**src/rtl/conv1d_window_reader.sv**
```systemverilog
// Read sequencer and sliding-window builder for the Conv1D datapath: fetches Para_Deg-wide
// SRAM words, unpacks them into an ordered sample buffer and emits Kernel_Size-sample windows.
module conv1d_window_reader #(
  parameter int unsigned Data_Width  = 8,
  parameter int unsigned Addr_Width  = 4,
  parameter int unsigned Para_Deg    = 2,
  parameter int unsigned Kernel_Size = 3
) (
  input  logic                             clk,
  input  logic                             Rst,
  input  logic                             Start,
  input  logic [Addr_Width-1:0]            Base_Addr,
  input  logic [Addr_Width:0]              Length,
  output logic                             Busy,
  output logic                             Done,
  output logic                             Chip_Select,
  output logic                             En_Read,
  output logic [Addr_Width-1:0]            Addr_Read,
  input  logic [Para_Deg*Data_Width-1:0]   Read_Data,
  output logic                             Win_Valid,
  input  logic                             Win_Ready,
  output logic [Kernel_Size*Data_Width-1:0] Win_Data
);

  localparam int unsigned Buf_Depth = Kernel_Size - 1 + Para_Deg;
  localparam int unsigned Cnt_W     = $clog2(Buf_Depth + 1);
  localparam int unsigned Len_W     = Addr_Width + 1;

  typedef enum logic [1:0] {StIdle, StRun, StDone} state_e;

  state_e                state_q, state_d;
  logic [Data_Width-1:0] buf_q [Buf_Depth];
  logic [Data_Width-1:0] buf_d [Buf_Depth];
  logic [Cnt_W-1:0]      count_q, count_d, cap_n_q, cap_n_d, issue_n;
  logic                  inflight_q, inflight_d;
  logic [Len_W-1:0]      fetched_q, fetched_d, emitted_q, emitted_d, len_q, len_d, remaining;
  logic [Addr_Width-1:0] rd_addr_q, rd_addr_d;
  logic                  issue, win_valid, pop;

  assign remaining = len_q - fetched_q;
  assign issue     = (state_q == StRun) && !inflight_q &&
                     (count_q <= Cnt_W'(Kernel_Size - 1)) && (fetched_q < len_q);
  // Final word of a job may carry fewer valid lanes than Para_Deg.
  assign issue_n   = (remaining >= Len_W'(Para_Deg)) ? Cnt_W'(Para_Deg) : Cnt_W'(remaining);
  assign win_valid = (state_q == StRun) && (count_q >= Cnt_W'(Kernel_Size));
  assign pop       = win_valid && Win_Ready;

  always_comb begin
    state_d    = state_q;
    buf_d      = buf_q;
    count_d    = count_q;
    cap_n_d    = cap_n_q;
    inflight_d = inflight_q;
    fetched_d  = fetched_q;
    emitted_d  = emitted_q;
    len_d      = len_q;
    rd_addr_d  = rd_addr_q;
    unique case (state_q)
      StIdle: begin
        if (Start) begin
          len_d      = Length;
          rd_addr_d  = Base_Addr;
          fetched_d  = '0;
          emitted_d  = '0;
          count_d    = '0;
          inflight_d = 1'b0;
          state_d    = (Length < Len_W'(Kernel_Size)) ? StDone : StRun;
        end
      end
      StRun: begin
        if (pop) begin
          for (int i = 0; i < int'(Buf_Depth) - 1; i++) buf_d[i] = buf_q[i+1];
          buf_d[Buf_Depth-1] = '0;
          count_d   = count_q - 1'b1;
          emitted_d = emitted_q + 1'b1;
          if (emitted_q == len_q - Len_W'(Kernel_Size)) state_d = StDone;
        end
        // Append after the pop so a same-cycle capture lands behind the shifted entries.
        if (inflight_q) begin
          for (int i = 0; i < int'(Buf_Depth); i++) begin
            for (int j = 0; j < int'(Para_Deg); j++) begin
              if (j < int'(cap_n_q) && i == int'(count_d) + j) begin
                buf_d[i] = Read_Data[j*Data_Width +: Data_Width];
              end
            end
          end
          count_d    = count_d + cap_n_q;
          inflight_d = 1'b0;
        end
        if (issue) begin
          rd_addr_d  = rd_addr_q + Addr_Width'(Para_Deg);
          fetched_d  = fetched_q + Len_W'(issue_n);
          cap_n_d    = issue_n;
          inflight_d = 1'b1;
        end
      end
      StDone:  state_d = StIdle;
      default: state_d = StIdle;
    endcase
  end

  always_ff @(posedge clk) begin
    if (Rst) begin
      state_q    <= StIdle;
      for (int i = 0; i < int'(Buf_Depth); i++) buf_q[i] <= '0;
      count_q    <= '0;
      cap_n_q    <= '0;
      inflight_q <= 1'b0;
      fetched_q  <= '0;
      emitted_q  <= '0;
      len_q      <= '0;
      rd_addr_q  <= '0;
    end else begin
      state_q    <= state_d;
      buf_q      <= buf_d;
      count_q    <= count_d;
      cap_n_q    <= cap_n_d;
      inflight_q <= inflight_d;
      fetched_q  <= fetched_d;
      emitted_q  <= emitted_d;
      len_q      <= len_d;
      rd_addr_q  <= rd_addr_d;
    end
  end

  assign Busy        = (state_q == StRun);
  assign Done        = (state_q == StDone);
  assign En_Read     = issue;
  assign Chip_Select = issue;
  assign Addr_Read   = issue ? rd_addr_q : '0;
  assign Win_Valid   = win_valid;

  always_comb begin
    Win_Data = '0;
    for (int k = 0; k < int'(Kernel_Size); k++) Win_Data[k*Data_Width +: Data_Width] = buf_q[k];
  end

endmodule

```
**config.mk**
```make
export PLATFORM = sky130hd
export DESIGN_NAME = conv1d_window_reader
export DESIGN_NICKNAME = d
export VERILOG_FILES = /design/src/rtl/conv1d_window_reader.sv
export SDC_FILE = /design/constraint.sdc
export NUM_CORES = 1
export LEC_CHECK = 0
export CAP_MARGIN = 15
export CORE_MARGIN = 4
export CORE_UTILIZATION = 39
export DETAILED_ROUTE_END_ITERATION = 10
export PLACE_DENSITY_LB_ADDON = 0.15
export SLEW_MARGIN = 20
export SYNTH_ARGS = -nofsm -noshare
export SYNTH_HDL_FRONTEND = slang
export SYNTH_SLANG_ARGS = --single-unit
export TNS_END_PERCENT = 10
```
**constraint.sdc**
```tcl
create_clock -name clk -period 3.43 [get_ports clk]
set_input_delay 0.5145 -clock clk [delete_from_list [all_inputs] [get_ports clk]]
set_output_delay 0.5145 -clock clk [all_outputs]
set_load 0.02 [all_outputs]
```
### After elaboration in Yosys (flattened, before gate mapping)

Index checks and enable logic that the tools add are counted.
W data, S select, Z words.

| storage, ports and cells | value |
|---|---|
| register bits after elaboration | 60 |
| output and inout port bits | 33 |
| logic and storage cells | 97 |

| operators by class | value |
|---|---|
| $add $sub $neg | 8 |
| eq/ne operators | 13 |
| order comparisons | 7 |
| reduce and logical (&&, ||, !) cells | 24 |
| multiplexer cells | 33 |

Operators with widths:

| cell | count |
|---|---|
| $logic_not A32 Y1 | 2 |
| $mux W32 | 2 |
| $mux W8 | 8 |
| $eq A2 B32 Y1 const A | 1 |
| $eq A3 B32 Y1 const A | 1 |
| $pmux W5 S2 | 2 |
| $mux W3 | 5 |
| $mux W5 | 3 |
| $logic_and A1 B1 Y1 | 13 |
| $mux W4 | 3 |
| $reduce_and A3 Y1 | 3 |
| $mux W2 | 4 |
| $pmux W4 S2 | 1 |
| $eq A3 B3 Y1 const A | 2 |
| $lt A1 B3 Y1 const A | 2 |
| $ne A2 B1 Y1 const B | 3 |
| $pmux W3 S2 | 1 |
| $reduce_and A2 Y1 | 3 |
| $add A5 B1 Y5 const B | 1 |
| $add A5 B3 Y5 | 1 |
| $eq A5 B5 Y1 | 1 |
| $ge A5 B2 Y1 const B | 1 |
| $lt A5 B2 Y1 const B | 1 |
| $lt A5 B5 Y1 | 1 |
| 19 further kinds | 20 |

### Longest topological paths before layout

Gate-level depths: netlist of the first run.

| depth | value |
|---|---|
| word-level depth | 10 |
| gate-level depth with buffers | 15 |
| mapped depth without buffers | 14 |

### Least setup slack after synthesis of the first run

OpenSTA, ideal clock, no wires.

| path | value |
|---|---|
| path type | register -> register |
| start | reg len_q[0] |
| end | reg fetched_q[3] |
| buffers on the path | 1 |
| stages on the path, launching flop included | 15 |
| period minus slack after synthesis | 3.058 ns |
| path slack | 0.372 ns |
| arrival | 2.917 ns |
| cells stage by stage | dfxtp_1 inv_1 ha_1 inv_1 fa_1 a21o_1 a21oi_2 xnor2_1 or4_1 buf_2 ha_1 nand4b_1 nor4b_1 mux2i_1 o311ai_0 |

| between the ends | value |
|---|---|
| word-level cells in the longest chain between the ends | 6 |
| elaborated cells between the ends (all ways) | 10 |

Ends and longest elaborated chain:

| element | line | RTL |
|---|---|---|
| start, declared | 36 | `logic [Len_W-1:0] fetched_q, fetched_d, emitted_q, emitted_d, len_q, len_d, remaining;` |
| start signal, assigned | 121 | `len_q <= len_d;` |
| $sub A5 B5 Y5 (*) | 40 | `assign remaining = len_q - fetched_q;` |
| $ge A5 B2 Y1 | 44 | `assign issue_n = (remaining >= Len_W'(Para_Deg)) ? Cnt_W'(Para_Deg) : Cnt_W'(remaining);` |
| $mux W3 (*) | 44 |  |
| named net issue_n[1] | 34 | `logic [Cnt_W-1:0] count_q, count_d, cap_n_q, cap_n_d, issue_n;` |
| $add A5 B3 Y5 (*) | 92 | `fetched_d = fetched_q + Len_W'(issue_n);` |
| $mux W5 (*) | 90 | `if (issue) begin` |
| $pmux W5 S2 (*) | 58 | `unique case (state_q)` |
| end signal, assigned | 119 | `fetched_q <= fetched_d;` |
| end, declared | 36 |  |

Mark *: on every way through the listed nets, which the timed path passes. The rest lies on a longest branch. The select of a mux whose other input is x is not followed.
A chain may end at the register's enable or synchronous reset.

### Final worst setup path of the first run

| path | value |
|---|---|
| start | reg count_q[0] |
| end | out Addr_Read[2] |

| between the ends | value |
|---|---|
| word-level cells in the longest chain between the ends | 4 |

Ends and longest elaborated chain:

| element | line | RTL |
|---|---|---|
| start, declared | 34 |  |
| start signal, assigned | 116 | `count_q <= count_d;` |
| $le A3 B2 Y1 | 42 | `(count_q <= Cnt_W'(Kernel_Size - 1)) && (fetched_q < len_q);` |
| $logic_and A1 B1 Y1 | 41 | `assign issue = (state_q == StRun) && !inflight_q &&` |
| $logic_and A1 B1 Y1 | 42 |  |
| $mux W4 | 130 | `assign Addr_Read = issue ? rd_addr_q : '0;` |
| end, declared | 18 | `output logic [Addr_Width-1:0] Addr_Read,` |

No other way between the ends.

==> impl_metrics.prom, run 1 <==
# TYPE chip_impl_metric gauge
chip_impl_info{name="yosysMostFrequentCell",value="nand2_1"} 1
chip_impl_metric{name="report.power.total",unit="mW"} 2.27
chip_impl_info{name="criticalPathCategory",value="reg -> out"} 1
chip_impl_metric{name="globalRouteOverflowTotal",unit=""} 0
chip_impl_metric{name="leakage",unit="nW"} 2.13
chip_impl_metric{name="gp_congestion",unit=""} 0.873
chip_impl_metric{name="synth-seq-area-share",unit=""} 0.254
chip_impl_metric{name="internal-power",unit="mW"} 1.51
chip_impl_metric{name="p_per_area",unit="mW/mm²"} 402
chip_impl_info{name="status",value="finished clean"} 1
chip_impl_info{name="cts-root-buf",value="clkbuf_16"} 1
chip_impl_metric{name="route.detailed.wl_per_inst",unit="µm"} 18.8
chip_impl_info{name="synth_flop_cell",value="dfxtp_1"} 1
chip_impl_metric{name="cts_sinks",unit=""} 60
chip_impl_metric{name="drt.antenna.violating_nets",unit=""} 0
chip_impl_metric{name="instances_no_fill",unit=""} 799
chip_impl_metric{name="finish.utilization",unit=""} 0.485
chip_impl_metric{name="pre_cts_ws",unit="ns"} 0.125
chip_impl_metric{name="die-width",unit="µm"} 118
chip_impl_metric{name="cts_made_buffers",unit=""} 9
chip_impl_info{name="worst_setup_path_start_kind",value="flip-flop"} 1
chip_impl_metric{name="dpl.cell_count",unit=""} 783
chip_impl_metric{name="floorplan.io_pins",unit=""} 62
chip_impl_metric{name="place.detailed.hpwl",unit="µm"} 10800
chip_impl_metric{name="routed_via_density",unit=""} 5.82
chip_impl_metric{name="routed-wl-met2",unit="µm"} 6410
chip_impl_metric{name="worst-slew-pin-transition",unit="ns"} 0.769
chip_impl_metric{name="finalCritPeriodShare",unit=""} 0.949
chip_impl_metric{name="layout_setup_ws",unit="ns"} 0.174
chip_impl_metric{name="worst-endpoint-required",unit="ns"} 2.92
chip_impl_metric{name="drv.max_cap_violation_count",unit=""} 0
chip_impl_metric{name="fp.coreArea",unit="mm²"} 0.0116
chip_impl_metric{name="synth_async_sr_flop_share",unit=""} 0
chip_impl_info{name="yosysTopAreaCell",value="dfxtp_1"} 1
chip_impl_metric{name="wire_length_of_the_first_global_routing_pass",unit="µm"} 23800
chip_impl_metric{name="clk-insertion-delay-late",unit="ns"} 0.34
chip_impl_metric{name="worst_clock_skew_on_the_final_layout",unit="ns"} 0.00894
chip_impl_info{name="end_kind",value="output port"} 1
chip_impl_info{name="tritoncts_clock_tree",value="done"} 1
chip_impl_metric{name="pin_count_of_the_biggest_net_entering_global_routing",unit=""} 47
chip_impl_info{name="worstHoldPathType",value="reg -> reg"} 1
chip_impl_metric{name="grt_antenna_before_repair",unit=""} 0
chip_impl_metric{name="remaining_drc_errors",unit=""} 0
chip_impl_metric{name="finalNetCount",unit=""} 698
chip_impl_info{name="top_layer",value="met4"} 1
chip_impl_metric{name="detail_route.wirelength.met1",unit="µm"} 7220
chip_impl_metric{name="holdBufCountCts",unit=""} 0
chip_impl_metric{name="yosysTopAreaCellShare",unit=""} 0.254
chip_impl_metric{name="critPathMaxFanout",unit=""} 8
chip_impl_metric{name="num-fill-cells",unit=""} 1193
chip_impl_info{name="ys_top_cells_by_count",value="70 x nand2_1, 60 x dfxtp_1, 44 x mux2i_1, 43 x a21oi_1, 42 x o21ai_0"} 1
chip_impl_metric{name="area_growth_syn_to_layout",unit="%"} 19.4
chip_impl_metric{name="power.sequential.fraction",unit=""} 0.347
chip_impl_metric{name="drt_pass1_iterations",unit=""} 7
chip_impl_metric{name="setup_viol",unit=""} 0
chip_impl_metric{name="antenna-diode-count",unit=""} 0
chip_impl_metric{name="grt_pass1_vias",unit=""} 4454
chip_impl_info{name="path_cells",value="clkinv_1 -> buf_4 -> ha_1 -> inv_1 -> a2111oi_2 -> nand2_1 -> a21oi_4 -> and2_1 -> clkdlybuf4s50_1"} 1
chip_impl_metric{name="maxSlewHeadroom",unit=""} 0.482
chip_impl_metric{name="drive_gt1_frac",unit=""} 0.101
chip_impl_metric{name="worst_ep_arrival_time",unit="ns"} 2.74
chip_impl_metric{name="p_clk_frac",unit=""} 0.364
chip_impl_info{name="synth_area_leaders",value="dfxtp_1 25%, mux2i_1 9.3%, nand2_1 5.6%"} 1
chip_impl_metric{name="setup_total_negative_slack",unit="ns"} 0
chip_impl_metric{name="drt-total-wl",unit="µm"} 15000
chip_impl_metric{name="floorplan.rows",unit=""} 39
chip_impl_metric{name="synth_fp_nets",unit=""} 662
chip_impl_metric{name="synth-warning-count",unit=""} 0
chip_impl_metric{name="clk_transition_reported_paths",unit="ns"} 0.05
chip_impl_metric{name="post-cts-setup-buffers",unit=""} 0
chip_impl_metric{name="die_area",unit="mm²"} 0.0139
chip_impl_metric{name="synth.distinct_cells",unit=""} 63
chip_impl_metric{name="fin_crit",unit="ns"} 3.26
chip_impl_metric{name="cts-root-to-sink-buffers",unit=""} 2
chip_impl_metric{name="die_y",unit="µm"} 118
chip_impl_metric{name="placedInstanceArea",unit="mm²"} 0.00536
chip_impl_metric{name="power.share.switching",unit=""} 0.334
chip_impl_metric{name="synth_area",unit="mm²"} 0.00472
chip_impl_metric{name="post-route-cell-area",unit="mm²"} 0.00564
chip_impl_metric{name="initial_core_util",unit=""} 0.406
chip_impl_metric{name="postSynthCellCount",unit=""} 615
chip_impl_metric{name="clock_tree.htree_level_count",unit=""} 3
chip_impl_metric{name="wl_met3",unit="µm"} 1210
chip_impl_metric{name="power.ir.vdd_worst",unit="V"} 0.000308
chip_impl_metric{name="final_hold_viol_count",unit=""} 0
chip_impl_metric{name="initialDrtViolationCount",unit=""} 436
chip_impl_metric{name="p_sw",unit="µW"} 757
chip_impl_metric{name="slew_viol_final",unit=""} 0
chip_impl_metric{name="gate_power_share",unit=""} 0.288
chip_impl_metric{name="whs",unit="ns"} 0.465
chip_impl_metric{name="port-buffer-count",unit=""} 61
chip_impl_metric{name="routed-via-count",unit=""} 4647
chip_impl_metric{name="synth_area_per_cell",unit="µm²"} 7.68
chip_impl_metric{name="synth_edf_count",unit=""} 0
chip_impl_metric{name="max_freq",unit="GHz"} 0.307
chip_impl_metric{name="crit_path_max_incr_delay",unit="ns"} 0.60
chip_impl_metric{name="grt.total_usage",unit=""} 0.213
chip_impl_metric{name="postSynthRegisterBits",unit=""} 60
chip_impl_info{name="grt_setup_unrepaired",value="no"} 1
chip_impl_info{name="slowest_stage_cell_on_the_critical_path",value="clkdlybuf4s50_1"} 1
## kinds of logic (layout without fill, tap and decap cells)
logic type,after synthesis,in the layout,share of synthesized area
xor+xnor,16,16,0.0297
flops,60,60,0.254
simple gates,225,225,0.245
buf+inv,81,122,0.0888
other cells,1,1,0.000794
fa+ha+maj,18,18,0.0525
compound gates,162,162,0.216
mux,52,52,0.112
## flip-flops by register name, indices dropped and copies added, names as in the netlist
name / cells
Win_Data: 24
buf_q: 8
cap_n_q: 3
count_q: 3
emitted_q: 5
fetched_q: 5
inflight_q: 1
len_q: 5
rd_addr_q: 4
state_q: 2
## area by class of cell
type,count,area (µm²),area share
sequential,60,1200,0.213
tap,143,179,0.0317
clock buffer,14,254,0.0451
multi-input combinational,474,3110,0.552
clock inverter,2,10.0,0.00178
inverter,18,67.6,0.0120
timing repair buffer,88,813,0.144
## final timing paths
kind | cells past startpoint | slack [ns] | to | startpoint
setup / recovery | 9 | 0.17 | Addr_Read[2] | count_q[0]$_SDFFE_PP0P_
hold / removal | 2 | 0.47 | buf_q[6]$_SDFFE_PP0P_ | buf_q[6]$_SDFFE_PP0P_
setup reg to reg | 13 | 0.24 | fetched_q[3]$_SDFFE_PP0P_ | len_q[0]$_SDFFE_PP0P_
hold reg to reg | 2 | 0.47 | buf_q[6]$_SDFFE_PP0P_ | buf_q[6]$_SDFFE_PP0P_
## cell usage in the layout, fill, tap and decap left out, drive strengths merged, types with 3 or more instances in the layout
cell type	n
nor3	19
mux2	8
xor2	7
o31a	3
nand4	4
buf	27
clkdlybuf4s50	61
xnor2	9
or2	4
and2	12
o31ai	10
fa	3
clkinv	3
a211oi	10
dfxtp	60
clkbuf	14
mux2i	44
or3	10
o21ai	45
nor3b	4
nor2b	5
o211ai	9
nor4	13
or4	3
nor2	40
nand2b	16
or3b	8
a21oi	45
nand3	8
a31oi	11
ha	15
nand2	71
inv	17
o311ai	8
o22ai	7
## repair_timing
| item | CTS | global route |
|---|---|---|
| endpoints found under the setup margin | 0 | 6 |
| resized for setup | 0 | 2 |
| hold endpoints to repair | 0 | 0 |
## worst max-delay path: cells and delay by family (launching register included)
kind	cells	cell delay, ns
AO/OA/AOI/OAI	2	0.66
adder cells (fa/ha/maj)	1	0.16
buffers and inverters	4	0.89
flip-flops	1	0.37
AND/OR/NAND/NOR	2	0.32
## power groups by stage
stage | registers (mW) | logic [mW] | clock network [mW]
after global placement | 0.799 | 0.627 | 0
after global routing | 0.794 | 0.721 | 0.877
after detailed placement | 0.801 | 0.632 | 0
after CTS | 0.787 | 0.637 | 0.847
final | 0.788 | 0.654 | 0.826
after floorplan | 0.784 | 0.450 | 0
## routing by layer
layer / track usage / up-vias
li1: - / 2275
met1: 0.308 / 2192
met2: 0.301 / 165
met3: 0.0692 / 15
met4: 0.0579 / 0
met5: 0 / -
(Power assumes the default switching activity.)
==> inputs of run 2 (changes only) <==
--- a/config.mk
+++ b/config.mk
@@ -6,11 +6,13 @@
 export NUM_CORES = 1
 export LEC_CHECK = 0
 export CAP_MARGIN = 15
+export CELL_PAD_IN_SITES_DETAIL_PLACEMENT = 2
+export CELL_PAD_IN_SITES_GLOBAL_PLACEMENT = 2
 export CORE_MARGIN = 4
-export CORE_UTILIZATION = 39
+export CORE_UTILIZATION = 33
 export DETAILED_ROUTE_END_ITERATION = 10
 export PLACE_DENSITY_LB_ADDON = 0.15
-export SLEW_MARGIN = 20
+export SLEW_MARGIN = 15
 export SYNTH_ARGS = -nofsm -noshare
 export SYNTH_HDL_FRONTEND = slang
 export SYNTH_SLANG_ARGS = --single-unit
==> impl_metrics.prom, run 2 (synthesis gave the netlist of run 1 again) <==
# TYPE chip_impl_metric gauge
chip_impl_metric{name="grt_pass1_vias",unit=""} 5397
chip_impl_metric{name="maxSlewHeadroom",unit=""} 0.399
chip_impl_info{name="worst_setup_path_start_kind",value="flip-flop"} 1
chip_impl_metric{name="p_per_area",unit="mW/mm²"} 416
chip_impl_metric{name="flip_flop_count_of_the_largest_register_after_layout",unit=""} 24
chip_impl_metric{name="worst_clock_skew_on_the_final_layout",unit="ns"} 0.00552
chip_impl_metric{name="leakage",unit="nW"} 2.17
chip_impl_metric{name="clk_transition_reported_paths",unit="ns"} 0.06
chip_impl_info{name="mostFrequentLayoutCell",value="nand2_1"} 1
chip_impl_info{name="grt_setup_unrepaired",value="yes"} 1
chip_impl_metric{name="initial_core_util",unit=""} 0.339
chip_impl_metric{name="wire_length_of_the_first_global_routing_pass",unit="µm"} 30000
chip_impl_metric{name="clk-insertion-delay-late",unit="ns"} 0.35
chip_impl_metric{name="setup_viol",unit=""} 0
chip_impl_metric{name="placedInstanceArea",unit="mm²"} 0.00544
chip_impl_metric{name="pre_cts_ws",unit="ns"} 0.0160
chip_impl_info{name="worstHoldPathType",value="reg -> reg"} 1
chip_impl_metric{name="grt.total_usage",unit=""} 0.237
chip_impl_metric{name="post-route-cell-area",unit="mm²"} 0.00577
chip_impl_metric{name="worst-endpoint-required",unit="ns"} 3.63
chip_impl_metric{name="holdBufCountCts",unit=""} 0
chip_impl_metric{name="num-fill-cells",unit=""} 1595
chip_impl_metric{name="clock_tree.htree_level_count",unit=""} 3
chip_impl_metric{name="die_area",unit="mm²"} 0.0163
chip_impl_metric{name="drt-total-wl",unit="µm"} 19000
chip_impl_metric{name="floorplan.rows",unit=""} 43
chip_impl_metric{name="layout_setup_ws",unit="ns"} 0.115
chip_impl_info{name="cts-root-buf",value="clkbuf_16"} 1
chip_impl_metric{name="critPathMaxFanout",unit=""} 5
chip_impl_info{name="criticalPathCategory",value="reg -> reg"} 1
chip_impl_metric{name="floorplan.io_pins",unit=""} 62
chip_impl_metric{name="worst-slew-pin-transition",unit="ns"} 0.891
chip_impl_metric{name="port-buffer-count",unit=""} 61
chip_impl_metric{name="gp_congestion",unit=""} 0.856
chip_impl_metric{name="finalCritPeriodShare",unit=""} 0.966
chip_impl_metric{name="route.detailed.wl_per_inst",unit="µm"} 22.6
chip_impl_metric{name="worst_ep_arrival_time",unit="ns"} 3.51
chip_impl_metric{name="slew_viol_final",unit=""} 0
chip_impl_metric{name="routed_via_density",unit=""} 5.80
chip_impl_metric{name="grt_antenna_before_repair",unit=""} 0
chip_impl_metric{name="max_freq",unit="GHz"} 0.302
chip_impl_metric{name="routed-via-count",unit=""} 4874
chip_impl_metric{name="cts-root-to-sink-buffers",unit=""} 2
chip_impl_info{name="status",value="finished clean"} 1
chip_impl_info{name="tritoncts_clock_tree",value="done"} 1
chip_impl_info{name="end_kind",value="flip-flop"} 1
chip_impl_metric{name="remaining_drc_errors",unit=""} 0
chip_impl_metric{name="finalNetCount",unit=""} 702
chip_impl_metric{name="die_y",unit="µm"} 128
chip_impl_metric{name="area_growth_syn_to_layout",unit="%"} 22.1
chip_impl_metric{name="fin_crit",unit="ns"} 3.31
chip_impl_metric{name="cts_made_buffers",unit=""} 9
chip_impl_metric{name="report.power.total",unit="mW"} 2.40
chip_impl_metric{name="fp.coreArea",unit="mm²"} 0.0139
chip_impl_metric{name="antenna-diode-count",unit=""} 0
chip_impl_metric{name="drt_pass1_iterations",unit=""} 4
chip_impl_metric{name="pin_count_of_the_biggest_net_entering_global_routing",unit=""} 47
chip_impl_metric{name="final_hold_viol_count",unit=""} 0
chip_impl_metric{name="power.ir.vdd_worst",unit="V"} 0.000235
chip_impl_metric{name="drt.antenna.violating_nets",unit=""} 0
chip_impl_metric{name="die-width",unit="µm"} 128
chip_impl_metric{name="cts_sinks",unit=""} 60
chip_impl_metric{name="drive_gt1_frac",unit=""} 0.123
chip_impl_metric{name="initialDrtViolationCount",unit=""} 168
chip_impl_metric{name="globalRouteOverflowTotal",unit=""} 0
chip_impl_info{name="layout.cells.most_common_list",value="70 x nand2_1, 61 x clkdlybuf4s50_1, 57 x dfxtp_1"} 1
chip_impl_metric{name="post-cts-setup-buffers",unit=""} 0
chip_impl_metric{name="drv.max_cap_violation_count",unit=""} 0
chip_impl_metric{name="place.detailed.hpwl",unit="µm"} 13800
## run 2: changes by cell type in the layout (fill, tap and decap cells not counted), sizes merged
cell / previous run / this run
buf: 27 / 31
clkinv: 3 / 2
clkbuf: 14 / 15
## run 2: power breakdown
part	switching (mW)	total, mW	internal (mW)	leakage, nW
Clock	0.351	0.899	0.548	0.140
Sequential	0.0540	0.792	0.738	0.490
Combinational	0.431	0.709	0.278	1.54
## run 2: metal layers
layer  routed length (µm)  global-route usage  vias to the layer above
li1                     -                   -                     2280
met1                 7620               0.262                     2447
met2                10100               0.443                      103
met3                  564              0.0380                       44
met4                  725               0.105                        0
met5                    0                   0                        -
## run 2: area by class of cell
| type | instances | area (µm²) | share of cell area |
|---|---|---|---|
| Inverter | 18 | 67.6 | 0.0117 |
| Tap cell | 180 | 225 | 0.0391 |
| Multi-Input combinational cell | 474 | 3140 | 0.545 |
| Sequential cell | 60 | 1200 | 0.209 |
| Clock inverter | 1 | 5.00 | 0.000868 |
| Clock buffer | 15 | 278 | 0.0482 |
| Timing Repair Buffer | 92 | 843 | 0.146 |
## run 2: worst paths after layout
kind	start	to	slack, ns	cells after the start
min reg2reg	buf_q[6]$_SDFFE_PP0P_	buf_q[6]$_SDFFE_PP0P_	0.46	2
max reg2reg	len_q[0]$_SDFFE_PP0P_	fetched_q[3]$_SDFFE_PP0P_	0.12	13
max	len_q[0]$_SDFFE_PP0P_	fetched_q[3]$_SDFFE_PP0P_	0.12	13
min	buf_q[6]$_SDFFE_PP0P_	buf_q[6]$_SDFFE_PP0P_	0.46	2
## run 2: through the flow
step	std cells	util	hold slack (ns)	setup TNS, ns
final	840	0.414	0.462	0
after floorplan	615	-	0.432	0
after CTS	840	0.411	0.464	0
after global placement	824	0.390	0.441	0
after detailed placement	824	0.390	0.456	0
after global routing	840	0.414	0.490	-0.144
## run 2: timing repair
action / in CTS / in global routing
gates resized for setup: 1 / 11
endpoints found under the hold margin: 0 / 0
pin swaps: 0 / 1
endpoints found under the setup margin: 1 / 33
## run 2: critical path, stage by stage (launching register included)
cell and delay, ns:
dfxtp_1 0.36, inv_1 0.12, ha_1 0.17, inv_1 0.06, fa_1 0.41, a21o_1 0.19, a21oi_2 0.15, xnor2_1 0.12
or4_4 0.55, ha_1 0.30, nand4b_1 0.12, nor4b_2 0.27, mux2i_1 0.20, o311ai_0 0.15
==> inputs of run 3 (changes only) <==
--- a/config.mk
+++ b/config.mk
@@ -11,7 +11,8 @@
 export CORE_MARGIN = 4
 export CORE_UTILIZATION = 33
 export DETAILED_ROUTE_END_ITERATION = 10
-export PLACE_DENSITY_LB_ADDON = 0.15
+export HOLD_SLACK_MARGIN = 0.03
+export PLACE_DENSITY_LB_ADDON = 0.1
 export SLEW_MARGIN = 15
 export SYNTH_ARGS = -nofsm -noshare
 export SYNTH_HDL_FRONTEND = slang
==> impl_metrics.prom, run 3 (synthesis gave the netlist of run 1 again) <==
# TYPE chip_impl_metric gauge
chip_impl_metric{name="p_per_area",unit="mW/mm²"} 408
chip_impl_metric{name="finalCritPeriodShare",unit=""} 0.983
chip_impl_metric{name="clk_transition_reported_paths",unit="ns"} 0.06
chip_impl_metric{name="worst-slew-pin-transition",unit="ns"} 0.801
chip_impl_metric{name="slew_viol_final",unit=""} 0
chip_impl_metric{name="max_freq",unit="GHz"} 0.296
chip_impl_info{name="layout.cells.most_common_list",value="70 x nand2_1, 60 x clkdlybuf4s50_1, 59 x dfxtp_1"} 1
chip_impl_metric{name="holdBufCountCts",unit=""} 0
chip_impl_metric{name="pin_count_of_the_biggest_net_entering_global_routing",unit=""} 47
chip_impl_info{name="worstHoldEndpoint",value="rd_addr_q[0]$_SDFFE_PP0P_"} 1
chip_impl_info{name="hp-start",value="rd_addr_q[0]$_SDFFE_PP0P_"} 1
chip_impl_metric{name="cts_made_buffers",unit=""} 9
chip_impl_metric{name="wire_length_of_the_first_global_routing_pass",unit="µm"} 31000
chip_impl_metric{name="globalRouteOverflowTotal",unit=""} 0
chip_impl_info{name="end_kind",value="flip-flop"} 1
chip_impl_metric{name="cell_depth_of_the_worst_min_delay_path",unit=""} 2
chip_impl_metric{name="drt.antenna.violating_nets",unit=""} 0
chip_impl_info{name="worst_setup_path_startpoint",value="len_q[0]$_SDFFE_PP0P_"} 1
chip_impl_metric{name="clock_tree.htree_level_count",unit=""} 3
chip_impl_metric{name="finalNetCount",unit=""} 705
chip_impl_metric{name="floorplan.rows",unit=""} 43
chip_impl_metric{name="critPathMaxFanout",unit=""} 5
chip_impl_metric{name="fp.coreArea",unit="mm²"} 0.0139
chip_impl_metric{name="initialDrtViolationCount",unit=""} 305
chip_impl_metric{name="drv.max_cap_violation_count",unit=""} 0
chip_impl_metric{name="place.detailed.hpwl",unit="µm"} 13500
chip_impl_metric{name="grt_antenna_before_repair",unit=""} 0
chip_impl_metric{name="cts_sinks",unit=""} 60
chip_impl_metric{name="area_growth_syn_to_layout",unit="%"} 21.6
chip_impl_metric{name="maxSlewHeadroom",unit=""} 0.464
chip_impl_metric{name="leakage",unit="nW"} 2.18
chip_impl_metric{name="setup_total_negative_slack",unit="ns"} 0
chip_impl_metric{name="worst_clock_skew_on_the_final_layout",unit="ns"} 0.0104
chip_impl_metric{name="finish.utilization",unit=""} 0.412
chip_impl_metric{name="floorplan.io_pins",unit=""} 62
chip_impl_metric{name="grt.total_usage",unit=""} 0.241
chip_impl_metric{name="r2r.worst_path.cells",unit=""} 13
chip_impl_metric{name="route.detailed.wl_per_inst",unit="µm"} 22.5
chip_impl_metric{name="flip_flop_count_of_the_largest_register_after_layout",unit=""} 24
chip_impl_metric{name="reg2reg_setup_slack",unit="ns"} 0.06
chip_impl_metric{name="worst_ep_arrival_time",unit="ns"} 3.57
chip_impl_metric{name="drive_gt1_frac",unit=""} 0.120
chip_impl_metric{name="routed-via-count",unit=""} 4858
chip_impl_metric{name="drt_pass1_iterations",unit=""} 4
chip_impl_metric{name="clk-insertion-delay-late",unit="ns"} 0.34
chip_impl_metric{name="remaining_drc_errors",unit=""} 0
chip_impl_info{name="cts-root-buf",value="clkbuf_16"} 1
chip_impl_info{name="mostFrequentLayoutCell",value="nand2_1"} 1
chip_impl_metric{name="drt-total-wl",unit="µm"} 19000
chip_impl_metric{name="grt_pass1_vias",unit=""} 5467
chip_impl_metric{name="fin_crit",unit="ns"} 3.37
chip_impl_info{name="status",value="finished clean"} 1
chip_impl_metric{name="die-width",unit="µm"} 128
chip_impl_metric{name="initial_core_util",unit=""} 0.339
chip_impl_metric{name="die_y",unit="µm"} 128
chip_impl_metric{name="die_area",unit="mm²"} 0.0163
chip_impl_info{name="tritoncts_clock_tree",value="done"} 1
chip_impl_metric{name="worst-endpoint-required",unit="ns"} 3.62
chip_impl_info{name="critical_path.reg2reg.endpoint",value="fetched_q[3]$_SDFFE_PP0P_"} 1
chip_impl_metric{name="antenna-diode-count",unit=""} 0
chip_impl_metric{name="port-buffer-count",unit=""} 61
chip_impl_info{name="grt_setup_unrepaired",value="yes"} 1
chip_impl_metric{name="power.ir.vdd_worst",unit="V"} 0.000217
chip_impl_info{name="worst_setup_path_start_kind",value="flip-flop"} 1
chip_impl_info{name="worstHoldPathType",value="reg -> reg"} 1
chip_impl_metric{name="gp_congestion",unit=""} 0.896
chip_impl_metric{name="routed_via_density",unit=""} 5.78
chip_impl_info{name="r2r_path_start",value="len_q[0]$_SDFFE_PP0P_"} 1
chip_impl_info{name="criticalPathCategory",value="reg -> reg"} 1
chip_impl_metric{name="final_hold_viol_count",unit=""} 0
chip_impl_metric{name="setup_viol",unit=""} 0
chip_impl_metric{name="cts-root-to-sink-buffers",unit=""} 2
==> run 3: cell types whose count changed in the layout (fill, tap and decap cells not counted), moves of 2 or more <==
cell / before / now
buf_4: 31 / 33
clkinv_2: 1 / 3
clkbuf_1: 3 / 1
dfxtp_2: 3 / 1
clkbuf_8: 3 / 1
a21oi_1: 41 / 43
dfxtp_1: 57 / 59
==> run 3: how the worst max path moves through the flow <==
stage / slack [ns] / endpoint / cells past startpoint
2_1_floorplan: 0.37 / fetched_q[3]$_SDFFE_PP0P_ / 14
3_3_place_gp: 0.14 / fetched_q[3]$_SDFFE_PP0P_ / 13
3_5_place_dp: -0.04 / Win_Data[20]$_SDFFE_PP0P_ / 11
4_1_cts: 0.03 / Addr_Read[0] / 8
5_1_grt: -0.15 / fetched_q[4]$_SDFFE_PP0P_ / 14
6_report: 0.06 / fetched_q[3]$_SDFFE_PP0P_ / 13
==> run 3: layout make-up <==
class                      instances  area (µm²)
tap                              180         225
clock buffer                      11         243
inverter                          18        67.6
timing repair buffer              95         873
fill                            1612        8200
clock inverter                     3        15.0
sequential                        60        1200
multi-input combinational        474        3110
==> run 3: worst max-delay path, stage by stage, from the launching register on <==
cell and delay, ns:
dfxtp_1 0.36, inv_1 0.11, ha_1 0.20, inv_1 0.07
fa_1 0.41, a21o_1 0.19, a21oi_2 0.15, xnor2_1 0.11
or4_4 0.53, ha_1 0.30, nand4b_1 0.13, nor4b_2 0.29
mux2i_1 0.23, o311ai_0 0.14
==> run 3: routing by layer <==
layer | GRT usage | up-vias | share of wire
met5 | 0 | - | 0
met4 | 0.0687 | 0 | 0.016
met2 | 0.432 | 75 | 0.51
li1 | - | 2293 | -
met3 | 0.0305 | 21 | 0.030
met1 | 0.304 | 2469 | 0.44
==> run 3: where the power goes <==
| part | internal (mW) | switching, mW | total (mW) |
|---|---|---|---|
| logic | 0.286 | 0.426 | 0.712 |
| clock network | 0.497 | 0.345 | 0.842 |
| registers | 0.737 | 0.0519 | 0.789 |
| total | 1.52 | 0.823 | 2.34 |
==> run 3: per-stage QoR <==
stage | cell area, µm² | instances | worst slack, ns | hold WS [ns] | power [mW]
after floorplan | 4720 | 615 | 0.372 | 0.432 | 1.23
after global placement | 5450 | 825 | 0.140 | 0.444 | 1.46
after detailed placement | 5450 | 825 | -0.0442 | 0.458 | 1.50
after CTS | 5720 | 839 | 0.0286 | 0.467 | 2.36
after global routing | 5740 | 841 | -0.152 | 0.493 | 2.48
final | 5740 | 841 | 0.0573 | 0.470 | 2.34
==> run 3: repair_timing <==
| action | CTS | global route |
|---|---|---|
| hold endpoints to repair | 0 | 0 |
| pin swaps | 0 | 1 |
| gates resized for setup | 3 | 2 |
| setup endpoints to repair | 9 | 40 |
| buffers inserted | 0 | 2 |
